### config.mk
export PLATFORM = sky130hd
export DESIGN_NAME = ksa_wide_seq
export DESIGN_NICKNAME = d
export VERILOG_FILES = /design/src/rtl/ksa_seq_pkg.sv /design/src/rtl/KSA16.sv /design/src/rtl/ksa_wide_seq.sv
export SDC_FILE = /design/constraint.sdc
export NUM_CORES = 1
export LEC_CHECK = 0
export ABC_AREA = 1
export CORE_ASPECT_RATIO = 0.9
export CORE_MARGIN = 2
export CORE_UTILIZATION = 53
export DETAILED_ROUTE_END_ITERATION = 8
export HOLD_SLACK_MARGIN = 0.03
export PLACE_DENSITY = 0.8
export SETUP_SLACK_MARGIN = 0.4
export SLEW_MARGIN = 20
export SYNTH_ARGS = -nofsm -noshare
export SYNTH_HDL_FRONTEND = slang
export SYNTH_SLANG_ARGS = --single-unit
### constraint.sdc
create_clock -name wb_clk_i -period 3.2 [get_ports wb_clk_i]
set_input_delay 0.64 -clock wb_clk_i [delete_from_list [all_inputs] [get_ports wb_clk_i]]
set_output_delay 0.64 -clock wb_clk_i [all_outputs]
set_load 0.03 [all_outputs]
### src/rtl/ksa_seq_pkg.sv
// Shared constants for ksa_wide_seq: register offsets, CTRL/STATUS bit positions, FSM states.
package ksa_seq_pkg;

   localparam logic [7:0] OFF_CTRL   = 8'h00;
   localparam logic [7:0] OFF_STATUS = 8'h04;
   localparam logic [7:0] OFF_A_LO   = 8'h08;
   localparam logic [7:0] OFF_A_HI   = 8'h0C;
   localparam logic [7:0] OFF_B_LO   = 8'h10;
   localparam logic [7:0] OFF_B_HI   = 8'h14;
   localparam logic [7:0] OFF_R_LO   = 8'h18;
   localparam logic [7:0] OFF_R_HI   = 8'h1C;

   localparam int CTRL_START  = 0;
   localparam int CTRL_NL     = 1;
   localparam int CTRL_SUB    = 3;
   localparam int CTRL_IRQ_EN = 8;

   localparam int ST_BUSY  = 0;
   localparam int ST_DONE  = 1;
   localparam int ST_CARRY = 2;

   typedef enum logic [1:0] {
      S_IDLE,
      S_ADD,
      S_CARRY,
      S_DONE
   } state_t;

   function automatic logic [31:0] be_merge(
      input logic [31:0] old_v,
      input logic [31:0] new_v,
      input logic [3:0]  sel
   );
      logic [31:0] res;
      for (int b = 0; b < 4; b++)
         res[8*b +: 8] = sel[b] ? new_v[8*b +: 8] : old_v[8*b +: 8];
      return res;
   endfunction

endpackage

### src/rtl/KSA16.sv
// 16-bit Kogge-Stone adder without carry-in.
module KSA16 (
   input  logic [15:0] a_i,
   input  logic [15:0] b_i,
   output logic [15:0] sum_o,
   output logic        cout_o
);

   function automatic logic [15:0] ks_g(
      input logic [15:0] g,
      input logic [15:0] p,
      input int          d
   );
      logic [15:0] r;
      for (int k = 0; k < 16; k++)
         r[k] = (k >= d) ? (g[k] | (p[k] & g[k-d])) : g[k];
      return r;
   endfunction

   function automatic logic [15:0] ks_p(
      input logic [15:0] p,
      input int          d
   );
      logic [15:0] r;
      for (int k = 0; k < 16; k++)
         r[k] = (k >= d) ? (p[k] & p[k-d]) : p[k];
      return r;
   endfunction

   logic [15:0] g0, g1, g2, g3, g4;
   logic [15:0] p0, p1, p2, p3;

   always_comb begin
      g0 = a_i & b_i;
      p0 = a_i ^ b_i;
      g1 = ks_g(g0, p0, 1);
      p1 = ks_p(p0, 1);
      g2 = ks_g(g1, p1, 2);
      p2 = ks_p(p1, 2);
      g3 = ks_g(g2, p2, 4);
      p3 = ks_p(p2, 4);
      g4 = ks_g(g3, p3, 8);
   end

   assign sum_o  = p0 ^ {g4[14:0], 1'b0};
   assign cout_o = g4[15];

endmodule

### src/rtl/ksa_wide_seq.sv
// Wishbone sequencer running up to 64-bit add/sub limb by limb on one KSA16.
// Optional subtraction is enabled by defining KSA_SEQ_SUB_EN.
module ksa_wide_seq #(
   parameter int          LIMBS     = 4,
   parameter logic [31:0] BASE_ADDR = 32'h3000_0000
) (
   input  logic        wb_clk_i,
   input  logic        wb_rst_ni,
   input  logic        wbs_stb_i,
   input  logic        wbs_cyc_i,
   input  logic        wbs_we_i,
   input  logic [3:0]  wbs_sel_i,
   input  logic [31:0] wbs_adr_i,
   input  logic [31:0] wbs_dat_i,
   output logic        wbs_ack_o,
   output logic [31:0] wbs_dat_o,
   output logic        irq_o
);
   import ksa_seq_pkg::*;

   localparam int W = 16 * LIMBS;

   state_t        state_q;
   logic [W-1:0]  a_q, b_q, r_q;
   logic [1:0]    nl_q, idx_q;
   logic          sub_q, irq_en_q, done_q, carry_q, c1_q, ack_q;
   logic [15:0]   s1_q;
   logic [31:0]   dat_q;

   logic          hit, ack_d, wr, busy, start, wr_sub;
   logic [7:0]    off;
   logic [31:0]   rdat_d;
   logic [15:0]   add_a, add_b, add_s;
   logic          add_co;

   assign off   = wbs_adr_i[7:0];
   assign hit   = wbs_adr_i[31:8] == BASE_ADDR[31:8];
   assign ack_d = wbs_stb_i & wbs_cyc_i & hit & ~ack_q;
   assign wr    = ack_q & wbs_stb_i & wbs_cyc_i & wbs_we_i;
   assign busy  = (state_q == S_ADD) | (state_q == S_CARRY);
   assign start = wr & (off == OFF_CTRL) & wbs_dat_i[CTRL_START]
                & (state_q == S_IDLE);

`ifdef KSA_SEQ_SUB_EN
   assign wr_sub = wbs_dat_i[CTRL_SUB];
`else
   assign wr_sub = 1'b0;
`endif

   // No carry-in on the adder: operands first, then fold in the carry.
   always_comb begin
      add_a = '0;
      add_b = '0;
      case (state_q)
         S_ADD: begin
            add_a = a_q[{idx_q, 4'b0} +: 16];
            add_b = b_q[{idx_q, 4'b0} +: 16] ^ {16{sub_q}};
         end
         S_CARRY: begin
            add_a = s1_q;
            add_b = {15'b0, carry_q};
         end
         default: ;
      endcase
   end

   KSA16 u_ksa (
      .a_i    (add_a),
      .b_i    (add_b),
      .sum_o  (add_s),
      .cout_o (add_co)
   );

   always_comb begin
      rdat_d = '0;
      case (off)
         OFF_CTRL: begin
            rdat_d[CTRL_NL +: 2]  = nl_q;
            rdat_d[CTRL_SUB]      = sub_q;
            rdat_d[CTRL_IRQ_EN]   = irq_en_q;
         end
         OFF_STATUS: begin
            rdat_d[ST_BUSY]  = busy;
            rdat_d[ST_DONE]  = done_q;
            rdat_d[ST_CARRY] = carry_q;
         end
         OFF_A_LO: rdat_d = a_q[31:0];
         OFF_A_HI: rdat_d = a_q[63:32];
         OFF_B_LO: rdat_d = b_q[31:0];
         OFF_B_HI: rdat_d = b_q[63:32];
         OFF_R_LO: rdat_d = r_q[31:0];
         OFF_R_HI: rdat_d = r_q[63:32];
         default: ;
      endcase
   end

   always_ff @(posedge wb_clk_i) begin
      if (!wb_rst_ni) begin
         state_q  <= S_IDLE;
         a_q      <= '0;
         b_q      <= '0;
         r_q      <= '0;
         nl_q     <= '0;
         idx_q    <= '0;
         sub_q    <= 1'b0;
         irq_en_q <= 1'b0;
         done_q   <= 1'b0;
         carry_q  <= 1'b0;
         c1_q     <= 1'b0;
         s1_q     <= '0;
         ack_q    <= 1'b0;
         dat_q    <= '0;
      end else begin
         ack_q <= ack_d;
         dat_q <= (ack_d & ~wbs_we_i) ? rdat_d : '0;
         if (wr && !busy) begin
            case (off)
               OFF_CTRL: begin
                  nl_q     <= wbs_dat_i[CTRL_NL +: 2];
                  sub_q    <= wr_sub;
                  irq_en_q <= wbs_dat_i[CTRL_IRQ_EN];
               end
               OFF_A_LO: a_q[31:0]  <= be_merge(a_q[31:0], wbs_dat_i, wbs_sel_i);
               OFF_A_HI: a_q[63:32] <= be_merge(a_q[63:32], wbs_dat_i, wbs_sel_i);
               OFF_B_LO: b_q[31:0]  <= be_merge(b_q[31:0], wbs_dat_i, wbs_sel_i);
               OFF_B_HI: b_q[63:32] <= be_merge(b_q[63:32], wbs_dat_i, wbs_sel_i);
               default: ;
            endcase
         end
         // Clear first so a same-cycle completion below wins.
         if (wr && (off == OFF_STATUS) && wbs_dat_i[ST_DONE])
            done_q <= 1'b0;
         case (state_q)
            S_IDLE: begin
               if (start) begin
                  state_q <= S_ADD;
                  idx_q   <= '0;
                  done_q  <= 1'b0;
                  r_q     <= '0;
                  carry_q <= wr_sub;
               end
            end
            S_ADD: begin
               s1_q    <= add_s;
               c1_q    <= add_co;
               state_q <= S_CARRY;
            end
            S_CARRY: begin
               r_q[{idx_q, 4'b0} +: 16] <= add_s;
               carry_q <= c1_q | add_co;
               if (idx_q == nl_q) begin
                  state_q <= S_DONE;
                  done_q  <= 1'b1;
               end else begin
                  idx_q   <= idx_q + 2'd1;
                  state_q <= S_ADD;
               end
            end
            default: state_q <= S_IDLE;
         endcase
      end
   end

   assign wbs_ack_o = ack_q;
   assign wbs_dat_o = dat_q;
   assign irq_o     = done_q & irq_en_q;

endmodule

## After elaboration in Yosys (flattened, before gate mapping)

Cells that the tools add are included.
W data, S select, Z words.

| operators by class | value |
|---|---|
| add/sub/neg operators | 2 |
| equal/unequal tests | 13 |
| shifts and indexed selects | 4 |
| multiplexer cells | 23 |
| bitwise logic cells | 150 |
| reduce and logical (&&, ||, !) cells | 27 |

Operator list:

| operator | number |
|---|---|
| $pmux W23 S6 | 1 |
| $pmux W64 S2 | 1 |
| $shiftx A64 B7 Y16 | 2 |
| $and A1 B1 Y1 | 94 |
| $bwmux W64 | 1 |
| $mux W64 | 1 |
| $pmux W16 S2 | 2 |
| $shift A16 B8 Y64 const A | 1 |
| $shiftx A16 B8 Y64 | 1 |
| $or A1 B1 Y1 | 51 |
| $reduce_and A3 Y1 | 17 |
| $eq A8 B5 Y1 const B | 4 |
| $xor A16 B16 Y16 | 2 |
| $eq A24 B22 Y1 const B | 1 |
| $pmux W4 S6 | 1 |
| $and A16 B16 Y16 | 1 |
| $eq A8 B4 Y1 const B | 2 |
| $pmux W2 S8 | 1 |
| $pmux W1 S7 | 2 |
| $eq A8 B3 Y1 const B | 1 |
| $logic_not A8 Y1 | 1 |
| $mux W2 | 4 |
| $neg A6 Y8 | 1 |
| $pmux W1 S6 | 1 |
| 15 further kinds | 25 |

| word-level totals | value |
|---|---|
| flip-flop bits (word level) | 251 |
| input bits | 73 |
| output and inout bits | 34 |
| logic and storage cells | 246 |

## Depth between registers and ports, before layout

Gate-level depths: netlist of the first run.

| logic depth | value |
|---|---|
| word-level depth | 14 |
| gate-level depth with buffers | 18 |
| mapped depth without buffers | 15 |

## Cells and area by module

From an unflattened synthesis of the first run, not the netlist that was laid out.

| unflattened totals | value |
|---|---|
| cells, all modules | 2132 |
| area total of the unflattened synthesis | 13474.2 um2 |

By module, submodules not included:

| module | times used | cells each | area an instance (um2) | seq. area each (um2) |
|---|---|---|---|---|
| ksa_wide_seq | 1 | 1950 | 12467.0 | 5024.8 |
| KSA16 | 1 | 182 | 1007.2 | 0.0 |

## Worst setup path after synthesis of the first run

No wires, ideal clock.

| timing path | value |
|---|---|
| path type | register -> register |
| from | reg state_q[0] |
| to | reg r_q[56] |
| setup time | 70 ps |
| arrival | 2932 ps |
| data required time | 3130 ps |
| setup slack | 198 ps |
| stages on the path, launching flop included | 17 |
| path buffers | 1 |
| clock period less this slack | 3002 ps |
| path through | dfxtp_1 > inv_1 > ha_1 > nand2_1 > clkbuf_1 > o32ai_1 > ha_1 > fa_1 > nand3_1 > nand3_1 > nand2_1 > nand2_1 > xor2_1 > nand2_1 > nor2_1 > nand2_1 > a21oi_1 |

| on the way | value |
|---|---|
| cells in the longest elaborated chain, start to end | 14 |
| elaborated cells between the ends (all ways) | 136 |
| those cells by class | eq/ne (3); shift (1); mux (4); bitwise (125); reduce/logical (3) |

RTL lines:

| what | RTL line | RTL |
|---|---|---|
| start, declared | ksa_wide_seq.sv:23 | `state_t state_q;` |
| start signal, assigned | ksa_wide_seq.sv:99 | `state_q <= S_IDLE;` |
| start signal, assigned | ksa_wide_seq.sv:136 | `state_q <= S_ADD;` |
| start signal, assigned | ksa_wide_seq.sv:146 | `state_q <= S_CARRY;` |
| $eq A2 B2 Y1 or $eq A2 B1 Y1 (tied branches) | ksa_wide_seq.sv:54, ksa_wide_seq.sv:133 |  |
| $pmux W16 S2 | ksa_wide_seq.sv:54 | `case (state_q)` |
| $xor A16 B16 Y16 or $and A16 B16 Y16 (tied branches) | KSA16.sv:35, KSA16.sv:34 |  |
| $and A1 B1 Y1 (on tied branches) | KSA16.sv:16, KSA16.sv:26 |  |
| $or A1 B1 Y1 or $and A1 B1 Y1 (tied branches) | KSA16.sv:16 | `r[k] = (k >= d) ? (g[k] \| (p[k] & g[k-d])) : g[k];` |
| $and A1 B1 Y1 or $or A1 B1 Y1 (tied branches) | KSA16.sv:16 |  |
| $or A1 B1 Y1 or $and A1 B1 Y1 (tied branches) | KSA16.sv:16 |  |
| $and A1 B1 Y1 or $or A1 B1 Y1 (tied branches) | KSA16.sv:16 |  |
| $or A1 B1 Y1 or $and A1 B1 Y1 (tied branches) | KSA16.sv:16 |  |
| $or A1 B1 Y1 | KSA16.sv:16 |  |
| $xor A16 B16 Y16 | KSA16.sv:45 | `assign sum_o = p0 ^ {g4[14:0], 1'b0};` |
| $shiftx A16 B8 Y64 | ksa_wide_seq.sv:149 | `r_q[{idx_q, 4'b0} +: 16] <= add_s;` |
| $bwmux W64 | ksa_wide_seq.sv:149 |  |
| $pmux W64 S2 | ksa_wide_seq.sv:133 | `case (state_q)` |
| end signal, assigned by index | ksa_wide_seq.sv:149 |  |
| end, declared | ksa_wide_seq.sv:24 | `logic [W-1:0] a_q, b_q, r_q;` |

Parallel ways exist; a longest one is shown, timed or not.
A chain may end at the register's enable or synchronous reset.

## Worst setup path after layout of the first run

| timing path | value |
|---|---|
| from | reg idx_q[1] |
| to | reg r_q[50] |

| on the way | value |
|---|---|
| cells in the longest elaborated chain, start to end | 14 |
| elaborated cells between the ends (all ways) | 133 |
| those cells by class | add/sub (1); shift (4); mux (4); bitwise (124) |

RTL lines:

| what | RTL line | RTL |
|---|---|---|
| start, declared | ksa_wide_seq.sv:25 | `logic [1:0] nl_q, idx_q;` |
| start signal, assigned | ksa_wide_seq.sv:155 | `idx_q <= idx_q + 2'd1;` |
| $shiftx A64 B7 Y16 (on tied branches) | ksa_wide_seq.sv:56, ksa_wide_seq.sv:57 |  |
| $pmux W16 S2 | ksa_wide_seq.sv:54 |  |
| $xor A16 B16 Y16 or $and A16 B16 Y16 (tied branches) | KSA16.sv:35, KSA16.sv:34 |  |
| $and A1 B1 Y1 (on tied branches) | KSA16.sv:16, KSA16.sv:26 |  |
| $or A1 B1 Y1 or $and A1 B1 Y1 (tied branches) | KSA16.sv:16 |  |
| $and A1 B1 Y1 or $or A1 B1 Y1 (tied branches) | KSA16.sv:16 |  |
| $or A1 B1 Y1 or $and A1 B1 Y1 (tied branches) | KSA16.sv:16 |  |
| $and A1 B1 Y1 or $or A1 B1 Y1 (tied branches) | KSA16.sv:16 |  |
| $or A1 B1 Y1 or $and A1 B1 Y1 (tied branches) | KSA16.sv:16 |  |
| $or A1 B1 Y1 | KSA16.sv:16 |  |
| $xor A16 B16 Y16 | KSA16.sv:45 |  |
| $shiftx A16 B8 Y64 | ksa_wide_seq.sv:149 |  |
| $bwmux W64 * | ksa_wide_seq.sv:149 |  |
| $pmux W64 S2 * | ksa_wide_seq.sv:133 |  |

Mark *: on every way between the ends. The rest lies on a longest branch, timed or not.

==> impl_metrics.json, run 1 <==
{
  "antenna_found_initial": 0,
  "finalSetupTns_ns": 0,
  "final_cells": 2165,
  "rsz0062_at_grt": "true",
  "worstPathRequired_ns": 3.67,
  "crit_path_end_kind": "flip-flop",
  "hold_path.class": "flip-flop to flip-flop",
  "grt_pass1_vias": 11503,
  "fin_crit_sh_pct": 88.71,
  "io_pins": 107,
  "place_inst": 2099,
  "syn_inst": 1749,
  "cts_tree": "built",
  "crit_chain": "inv_1, buf_12, o21ai_0, a21oi_1, o31ai_4, fa_2, buf_4, xor2_1, inv_1, nor3_1, nand2_1, a21oi_1",
  "finalClockSkew_ns": 0.01497,
  "post-place-ws_ns": 0.1027,
  "layout_common_cells": "a21oi_1, nand2_1, dfxtp_1",
  "drt_iter0_drc": 2273,
  "worstPathArrival_ns": 3.31,
  "drt-total-wl_um": 46170,
  "io_buffers": 106,
  "crit_path_max_fanout": 30,
  "finalWorstSetupSlack_ns": 0.3614,
  "synth_async_sr_flop_share_pct": 0,
  "min_path_cells": 2,
  "r2r_slack_ns": 0.36,
  "drc": 0,
  "ir_drop_v": 0.0007866,
  "grt_max_degree": 97,
  "cts_root_buf": "clkbuf_16",
  "cp_top_family": "compound AO/OA/AOI/OAI gates",
  "clk_pin_slew_ns": 0.06,
  "p_leak_nw": 5.616,
  "syn_nets": 1846,
  "setup_viol": 0,
  "overflow": 0,
  "clk_latency_ns": 0.55,
  "r2r-end": "r_q[50]",
  "total_power_mw": 9.501,
  "place_area_um2": 13740,
  "maxSlewViolCount": 0,
  "synth-seq-area-share_pct": 40.76,
  "critPathSlowestCell": "dfxtp_2",
  "grt_usage_pct": 36.50,
  "worstSetupPathType": "flip-flop to flip-flop",
  "postSynthAreaPerCell_um2": 7.049,
  "drive_gt1_share_pct": 12.37,
  "cp_num_buf_inv": 4,
  "final_util_pct": 67.59,
  "max_stage_delay_ns": 0.37,
  "antennaDiodeCount": 0,
  "synth_edf_count": 0,
  "synthFlopType": "dfxtp_1",
  "max_freq_ghz": 0.3523,
  "whs_ns": 0.4657,
  "hpwl_um": 32570,
  "ys_ff_latch": 251,
  "finalHoldViolCount": 0,
  "outcome": "completed",
  "critical_path_depth": 12,
  "cap_violations": 0,
  "final_common_cell": "a21oi_1",
  "clkSinkCount": 251,
  "max_slew_margin_pct": 37.25,
  "worst_slew_pin_slew_ns": 0.9411,
  "period_needed_ns": 2.839,
  "nets": 1947,
  "area_growth_pct": 24.12,
  "numCtsBuffers": 26,
  "yosysUniqueCellTypes": 45,
  "gp_congestion": 1.015,
  "initial_core_util_pct": 54.45,
  "rr_startpoint": "idx_q[1]",
  "htreeDepth": 1,
  "dieHeight_um": 148.7,
  "drt-wirelength-per-cell_um": 21.33,
  "core-area_um2": 22640,
  "grt_pass1_wl_um": 67930,
  "dieArea_um2": 24500,
  "start_kind": "flip-flop",
  "die_w_um": 164.8,
  "design_area_um2": 15300,
  "via_per_inst": 6.088,
  "ff2ff_path_depth": 12,
  "drt_pass1_iterations": 7,
  "drt.antenna.violating_nets": 0,
  "holdPathEnd": "r_q[32]",
  "postCtsHoldBufs": 0,
  "synth_area_um2": 12330,
  "rows": 52,
  "ys.warnings.count": 0,
  "vias": 13180,
  "cts_buffer_depth": 3,
  "hold_start": "r_q[32]",
  "p_per_area_nw_per_um2": 620.8
}
## area by class of cell
type	instances	area [um^2]
fill	1878	7338
timing repair buffer	171	1703
clock buffer	35	714.4
inverter	224	850.8
multi-input combinational	1176	6411
tap	297	371.6
clock inverter	11	220.2
sequential	251	5032
## worst reg2reg max path: cells and delay by family (launching register included)
| kind | cells | cell delay [ns] |
|---|---|---|
| compound gates | 4 | 0.81 |
| xor+xnor | 1 | 0.18 |
| fa+ha+maj | 1 | 0.38 |
| buf+inv | 4 | 0.57 |
| flops | 1 | 0.37 |
| simple gates | 2 | 0.45 |
## where the power goes
group / internal (mW) / switching [mW] / total [mW]
logic: 0.873 / 1.96 / 2.83
clock network: 2.05 / 1.32 / 3.37
registers: 3.23 / 0.0629 / 3.29
## worst max path at each step
| stage | from | endpoint | slack [ns] |
|---|---|---|---|
| global placement | state_q[0] | s1_q[9] | 0.19 |
| finish | idx_q[1] | r_q[50] | 0.36 |
| global route | idx_q[0] | r_q[30] | 0.29 |
| CTS | state_q[0] | r_q[24] | 0.40 |
| floorplan | state_q[0] | r_q[56] | 0.41 |
| detailed placement | state_q[0] | r_q[24] | 0.10 |
## cell families (layout without fill, tap and decap cells)
| kind of cell | after synthesis | in the layout | share of synthesized area (%) |
|---|---|---|---|
| buf+inv | 322 | 441 | 10.53 |
| fa+ha+maj | 24 | 24 | 2.496 |
| xor+xnor | 5 | 5 | 0.3552 |
| flops | 251 | 251 | 40.76 |
| simple gates | 503 | 503 | 18.12 |
| compound gates | 644 | 644 | 27.74 |
## synthesized netlist by cell type, types with 2 or more instances
library cell	n	area, um^2
o32ai_1	14	122.6
a22oi_1	4	30.03
nand2_8	2	40.04
buf_6	5	56.30
nor2_8	3	60.06
inv_1	214	803.3
o21ai_1	3	15.01
a31oi_1	2	12.51
nor3_1	10	50.05
clkinv_1	7	26.28
nor3b_1	6	45.04
dfxtp_1	251	5025
nand4_1	22	137.6
a21oi_2	10	87.58
nor4_1	4	25.02
o21ai_2	2	17.52
buf_4	2	15.01
nand2_1	289	1085
nand3_1	39	195.2
nor2_2	10	62.56
ha_1	23	287.8
inv_2	3	11.26
o211ai_1	4	30.03
nor2_4	5	56.30
clkbuf_1	60	225.2
xor2_1	5	43.79
nand2_2	6	37.54
buf_2	29	145.1
o31ai_1	5	37.54
o21ai_0	227	1136
o22ai_1	38	237.7
nor2_1	101	379.1
a211oi_1	4	30.03
a21oi_1	329	1647
## sequential cells by signal, summed over array words and instances (netlist names)
signal and flops:
idx_q 2, wbs_dat_o 32, irq_en_q 1, state_q 2, nl_q 2, done_q 1, a_q 64, b_q 64
r_q 64, wbs_ack_o 1, s1_q 16, c1_q 1, carry_q 1
## per-layer routing
| metal | part of all wire, % | wire length [um] | global-route usage (%) |
|---|---|---|---|
| met3 | 15 | 7047 | 12.30 |
| met4 | 3.1 | 1434 | 10.22 |
| met2 | 40 | 18240 | 49.27 |
| met5 | 0 | 0 | 0 |
| met1 | 42 | 19450 | 54.71 |
## what timing repair did
action | CTS | global route
pin swaps | 15 | 23
buffers inserted | 9 | 8
gates cloned | 2 | 1
endpoints found under the setup margin | 69 | 68
gates resized for setup | 26 | 90
Power figures use the tool's default switching activity.
==> run 2: changes to the inputs <==
--- a/config.mk
+++ b/config.mk
@@ -6,14 +6,16 @@
 export NUM_CORES = 1
 export LEC_CHECK = 0
 export ABC_AREA = 1
+export CAP_MARGIN = 25
 export CORE_ASPECT_RATIO = 0.9
 export CORE_MARGIN = 2
-export CORE_UTILIZATION = 53
+export CORE_UTILIZATION = 58
 export DETAILED_ROUTE_END_ITERATION = 8
 export HOLD_SLACK_MARGIN = 0.03
-export PLACE_DENSITY = 0.8
+export PLACE_DENSITY = 0.83
 export SETUP_SLACK_MARGIN = 0.4
 export SLEW_MARGIN = 20
 export SYNTH_ARGS = -nofsm -noshare
 export SYNTH_HDL_FRONTEND = slang
 export SYNTH_SLANG_ARGS = --single-unit
+export TNS_END_PERCENT = 50
==> constraint.sdc (replaced) <==
create_clock -name wb_clk_i -period 3 [get_ports wb_clk_i]
set_input_delay 0.6 -clock wb_clk_i [delete_from_list [all_inputs] [get_ports wb_clk_i]]
set_output_delay 0.6 -clock wb_clk_i [all_outputs]
set_load 0.03 [all_outputs]
==> run 2 against run 1 <==
Routed wire length grew 5.8%. Largest power group is now combinational logic. Utilization grew 11 points. Critical endpoint is now r_q[55]. Maximum frequency grew 2.8%. Clock skew grew 0.015 ns.
==> impl_metrics.json, run 2 (synthesis results as in run 1) <==
{
  "hold_path.class": "input pin to flip-flop",
  "r2r-end": "r_q[55]",
  "worstSetupPathType": "flip-flop to flip-flop",
  "crit_chain": "buf_12, nor2_2, a211oi_4, buf_4, o32ai_2, ha_4, nand2_1, nand2_1, a21oi_2, nand2_4, xor2_1, nand2_1, nor2_2, nand2_1, a21oi_2",
  "overflow": 0,
  "finalHoldViolCount": 0,
  "critical_path_depth": 15,
  "cp_num_buf_inv": 2,
  "hpwl_um": 33850,
  "whs_ns": 0.4153,
  "final_cells": 2203,
  "outcome": "completed",
  "cts_buffer_depth": 3,
  "setup_viol": 0,
  "drive_gt1_share_pct": 19.61,
  "nets": 1995,
  "drt-total-wl_um": 48830,
  "crit_path_end": "r_q[55]",
  "fin_crit_sh_pct": 92.06,
  "dieHeight_um": 142.3,
  "ir_drop_v": 0.0009916,
  "max_stage_delay_ns": 0.37,
  "dieArea_um2": 22440,
  "max_slew_margin_pct": 28.70,
  "final_util_pct": 78.50,
  "period_needed_ns": 2.762,
  "worst_slew_pin_slew_ns": 1.069,
  "antennaDiodeCount": 0,
  "htreeDepth": 1,
  "worstPathArrival_ns": 3.24,
  "die_w_um": 157.7,
  "drt.antenna.violating_nets": 0,
  "initial_core_util_pct": 59.18,
  "rr_startpoint": "idx_q[0]",
  "place_area_um2": 14120,
  "postCtsHoldBufs": 0,
  "max_freq_ghz": 0.3621,
  "clk_latency_ns": 0.57,
  "post-place-ws_ns": 0.07501,
  "reg_top3": "a_q (64), b_q (64), r_q (64)",
  "grt_max_degree": 132,
  "area_growth_pct": 32.65,
  "drt_pass1_iterations": 6,
  "start_kind": "flip-flop",
  "nFillCells": 1517,
  "rows": 50,
  "crit_start": "idx_q[0]",
  "maxSlewViolCount": 0,
  "via_per_inst": 6.189,
  "place_inst": 2135,
  "cp_top_family": "simple AND/OR/NAND/NOR gates",
  "vias": 13634,
  "finalSetupTns_ns": 0,
  "crit_path_max_fanout": 35,
  "grt_usage_pct": 42.31,
  "clkSinkCount": 251,
  "io_pins": 107,
  "layout_common_cells": "a21oi_1, dfxtp_1, nand2_1",
  "drt-wirelength-per-cell_um": 22.17,
  "core-area_um2": 20830,
  "r2r_slack_ns": 0.24,
  "ff2ff_path_depth": 15,
  "finalWorstSetupSlack_ns": 0.2381,
  "p_leak_nw": 6.000,
  "io_buffers": 106,
  "grt_pass1_vias": 12408,
  "finalClockSkew_ns": 0.02982,
  "rsz0062_at_grt": "true",
  "final_common_cell": "a21oi_1",
  "critPathSlowestCell": "dfxtp_4",
  "clk_pin_slew_ns": 0.06,
  "min_path_cells": 3,
  "antenna_found_initial": 0,
  "cap_violations": 0,
  "grt_pass1_wl_um": 72590,
  "crit_path_end_kind": "flip-flop",
  "drc": 0,
  "gp_congestion": 0.9939,
  "numCtsBuffers": 27,
  "cts_tree": "built",
  "p_per_area_nw_per_um2": 647.2,
  "cpMostUsedCell": "nand2_1",
  "cts_root_buf": "clkbuf_16",
  "design_area_um2": 16350,
  "total_power_mw": 10.58,
  "drt_iter0_drc": 2044,
  "worstPathRequired_ns": 3.48
}
[run 2: timing repair]
item | in CTS | in global routing
hold endpoints to repair | 0 | 0
cloned | 1 | 2
setup buffers | 10 | 6
pin swaps | 55 | 52
setup endpoints to repair | 67 | 68
resized for setup | 145 | 120
[run 2: per-layer routing]
metal / GRT usage (%) / vias up / wire length (um)
li1: - / 6157 / -
met1: 62.20 / 6281 / 19710
met2: 59.73 / 1065 / 19970
met3: 13.28 / 131 / 7633
met4: 10.91 / 0 / 1522
met5: 0 / - / 0
[run 2: worst min-delay path by stage]
| stage | to | slack [ns] | startpoint |
|---|---|---|---|
| global route | idx_q[1] | 0.44 | wb_rst_ni |
| detailed placement | r_q[33] | 0.46 | r_q[33] |
| finish | s1_q[2] | 0.42 | wb_rst_ni |
| floorplan | a_q[15] | 0.44 | a_q[15] |
| global placement | r_q[19] | 0.45 | r_q[19] |
| CTS | s1_q[2] | 0.41 | wb_rst_ni |
[run 2: worst register-to-register path, cell delays in order, from the launching register on]
cell,delay [ns]
dfxtp_4,0.37
buf_12,0.18
nor2_2,0.18
a211oi_4,0.06
buf_4,0.15
o32ai_2,0.33
ha_4,0.27
nand2_1,0.07
nand2_1,0.10
a21oi_2,0.17
nand2_4,0.08
xor2_1,0.22
nand2_1,0.17
nor2_2,0.14
nand2_1,0.07
a21oi_2,0.14
[run 2: layout make-up]
class	instances	area [um^2]	area share [%]
clock buffer	39	790.8	4.835
multi-input combinational	1176	7027	42.97
clock inverter	9	102.6	0.6273
inverter	224	848.3	5.187
sequential	251	5031	30.76
timing repair buffer	218	2197	13.43
tap	286	357.8	2.188
[run 2: power breakdown]
group	switching, mW	internal, mW	total (mW)	leakage (nW)
clock network	1.43	1.99	3.42	0.445
registers	0.0652	3.44	3.51	2.02
logic	2.41	1.25	3.65	3.53
==> run 3: changes to the inputs <==
--- a/config.mk
+++ b/config.mk
@@ -9,10 +9,11 @@
 export CAP_MARGIN = 25
 export CORE_ASPECT_RATIO = 0.9
 export CORE_MARGIN = 2
-export CORE_UTILIZATION = 58
+export CORE_UTILIZATION = 60
+export CTS_BUF_LIST = sky130_fd_sc_hd__clkbuf_8
 export DETAILED_ROUTE_END_ITERATION = 8
 export HOLD_SLACK_MARGIN = 0.03
-export PLACE_DENSITY = 0.83
+export PLACE_DENSITY = 0.85
 export SETUP_SLACK_MARGIN = 0.4
 export SLEW_MARGIN = 20
 export SYNTH_ARGS = -nofsm -noshare
==> run 3 against run 2 <==
The run now ends with DRC left. Critical path type unchanged. Routed wire length rose by 2.2%. Utilization rose by 1.1 points. Non-clock buffer count fell by 30. Critical path depth rose by 1. Sequential power barely moved. Hold slack got worse by 0.0064 ns. Clock skew fell by 0.0034 ns. Count of clock-buffer cells in the layout rose by 9.
==> impl_metrics.json, run 3 (synthesis results as in run 1) <==
{
  "io_buffers": 106,
  "area_growth_pct": 29.41,
  "p_sw_mw": 4.028,
  "layout_common_cells": "a21oi_1, dfxtp_1, nand2_1",
  "drt_pass1_iterations": 9,
  "drt-wirelength-per-cell_um": 23.07,
  "hpwl_um": 32150,
  "overflow": 0,
  "clk_pin_slew_ns": 0.06,
  "grt_max_degree": 125,
  "grt_usage_pct": 42.40,
  "dieHeight_um": 140.0,
  "dieArea_um2": 21710,
  "htreeDepth": 2,
  "cts_root_buf": "clkbuf_8",
  "via_per_inst": 6.455,
  "fin_crit_sh_pct": 95.22,
  "hold_path.class": "input pin to flip-flop",
  "clkPwrFrac_pct": 28.9,
  "numCtsBuffers": 42,
  "whs_ns": 0.4089,
  "max_stage_delay_ns": 0.44,
  "multi_input_area_um2": 7010,
  "p_int_mw": 6.222,
  "total_power_mw": 10.25,
  "antennaDiodeCount": 0,
  "core-area_um2": 20050,
  "p_leak_nw": 5.912,
  "cpMostUsedCell": "nand2_2",
  "rsz0062_at_grt": "true",
  "drt_iter0_drc": 2603,
  "maxSlewViolCount": 0,
  "io_pins": 107,
  "outcome": "finished, violations left",
  "drive_gt1_share_pct": 18.71,
  "drc": 21,
  "period_needed_ns": 2.857,
  "finalSetupTns_ns": 0,
  "max_slew_margin_pct": 30.08,
  "initial_core_util_pct": 61.50,
  "clkSinkCount": 251,
  "critPathSlowestCell": "a21oi_1",
  "failed_checks": "DRC",
  "cts_buffer_depth": 3,
  "vias": 13962,
  "swShare_pct": 39.30,
  "finalClockSkew_ns": 0.02644,
  "worstPathRequired_ns": 3.50,
  "start_kind": "flip-flop",
  "gp_congestion": 1.015,
  "worstSetupPathType": "flip-flop to flip-flop",
  "rows": 49,
  "cap_violations": 0,
  "crit_chain": "inv_8, buf_16, o21ai_0, a21oi_1, o31ai_4, ha_4, buf_4, nand3_2, nand3_4, nand2_2, nand2_2, xor2_2, nand2_2, nor2_2, nand2_1, a21oi_2",
  "crit_path_end_kind": "flip-flop",
  "grt_pass1_wl_um": 70960,
  "final_common_cell": "a21oi_1",
  "ir_drop_v": 0.001012,
  "p_per_area_nw_per_um2": 642.4,
  "register_area_um2": 5032,
  "postCtsHoldBufs": 0,
  "antenna_found_initial": 0,
  "nets": 1980,
  "die_w_um": 155.1,
  "finalHoldViolCount": 0,
  "cts_tree": "built",
  "pwr-share-seq_pct": 34.3,
  "max_freq_ghz": 0.3501,
  "worstPathArrival_ns": 3.35,
  "nFillCells": 1347,
  "combPwrFrac_pct": 36.8,
  "crit_path_max_fanout": 15,
  "drt.antenna.violating_nets": 0,
  "reg_top3": "a_q (64), b_q (64), r_q (64)",
  "clk_latency_ns": 0.58,
  "grt_pass1_vias": 12516,
  "worst_slew_pin_slew_ns": 1.049,
  "setup_viol": 0,
  "drt-total-wl_um": 49900
}
==> run 3: cell types whose count changed in the layout (fill, tap and decap cells not counted), sizes merged <==
| cell | before | now |
|---|---|---|
| bufbuf | 0 | 2 |
| buf | 111 | 79 |
| bufinv | 2 | 1 |
| clkinv | 11 | 7 |
| clkinvlp | 0 | 2 |
| clkbuf | 41 | 50 |
| inv | 220 | 235 |
==> run 3: stage by stage <==
stage | setup slack, ns | instances | utilization (%) | instance area, um^2
finish | 0.1433 | 2163 | 79.59 | 15960
detailed placement | 0.1204 | 2059 | 68.47 | 13730
floorplan | 0.4021 | 1749 | - | 12400
global route | 0.08913 | 2163 | 79.59 | 15960
CTS | 0.3263 | 2152 | 76.13 | 15260
global placement | 0.2050 | 2059 | 68.47 | 13730
==> run 3: worst paths after layout <==
check                           cells after the start  slack (ns)       from        to
worst max-delay path                               16        0.14   idx_q[0]   r_q[24]
worst min-delay path                                3        0.41  wb_rst_ni  irq_en_q
worst max register to register                     16        0.14   idx_q[0]   r_q[24]
worst min register to register                      2        0.47    r_q[57]   r_q[57]
==> run 3: power by group through the flow <==
| stage | Sequential [mW] | Clock (mW) | Combinational [mW] |
|---|---|---|---|
| final | 3.51 | 2.97 | 3.77 |
| after global routing | 3.51 | 3.08 | 3.87 |
| after CTS | 3.49 | 2.93 | 3.15 |
| after detailed placement | 3.56 | 0 | 2.60 |
| after global placement | 3.56 | 0 | 2.55 |
| after floorplan | 3.55 | 0 | 1.68 |
==> run 3: worst max-delay path: cells and delay by family, from the launching register on <==
kind	cells	cell delay (ns)
DFF	1	0.38
buffers and inverters	3	0.36
AOI/OAI and AO/OA	4	0.81
xor gates and xnor gates	1	0.23
and+or+nand+nor	7	0.68
adders and majority gates	1	0.31
==> run 3: layout make-up <==
| cell class | instances | area share [%] |
|---|---|---|
| repair buffers | 188 | 12.25 |
| clock buffers | 48 | 4.141 |
| well taps | 255 | 2.000 |
| flip-flops and latches | 251 | 31.54 |
| clock inverters | 21 | 0.7528 |
| multi-input cells | 1176 | 43.94 |
| inverters | 224 | 5.380 |
==> run 3: per-layer routing <==
metal | wire [um] | vias to the layer above | global-route usage (%)
li1 | - | 6136 | -
met1 | 18520 | 6401 | 58.33
met2 | 20520 | 1190 | 59.51
met3 | 8692 | 235 | 17.95
met4 | 2170 | 0 | 14.77
met5 | 0 | - | 0
==> run 3: what timing repair did <==
item | CTS | global route
cloned | 5 | 2
setup endpoints to repair | 69 | 70
buffers inserted | 19 | 9
resized for setup | 98 | 142
pin swaps | 44 | 58
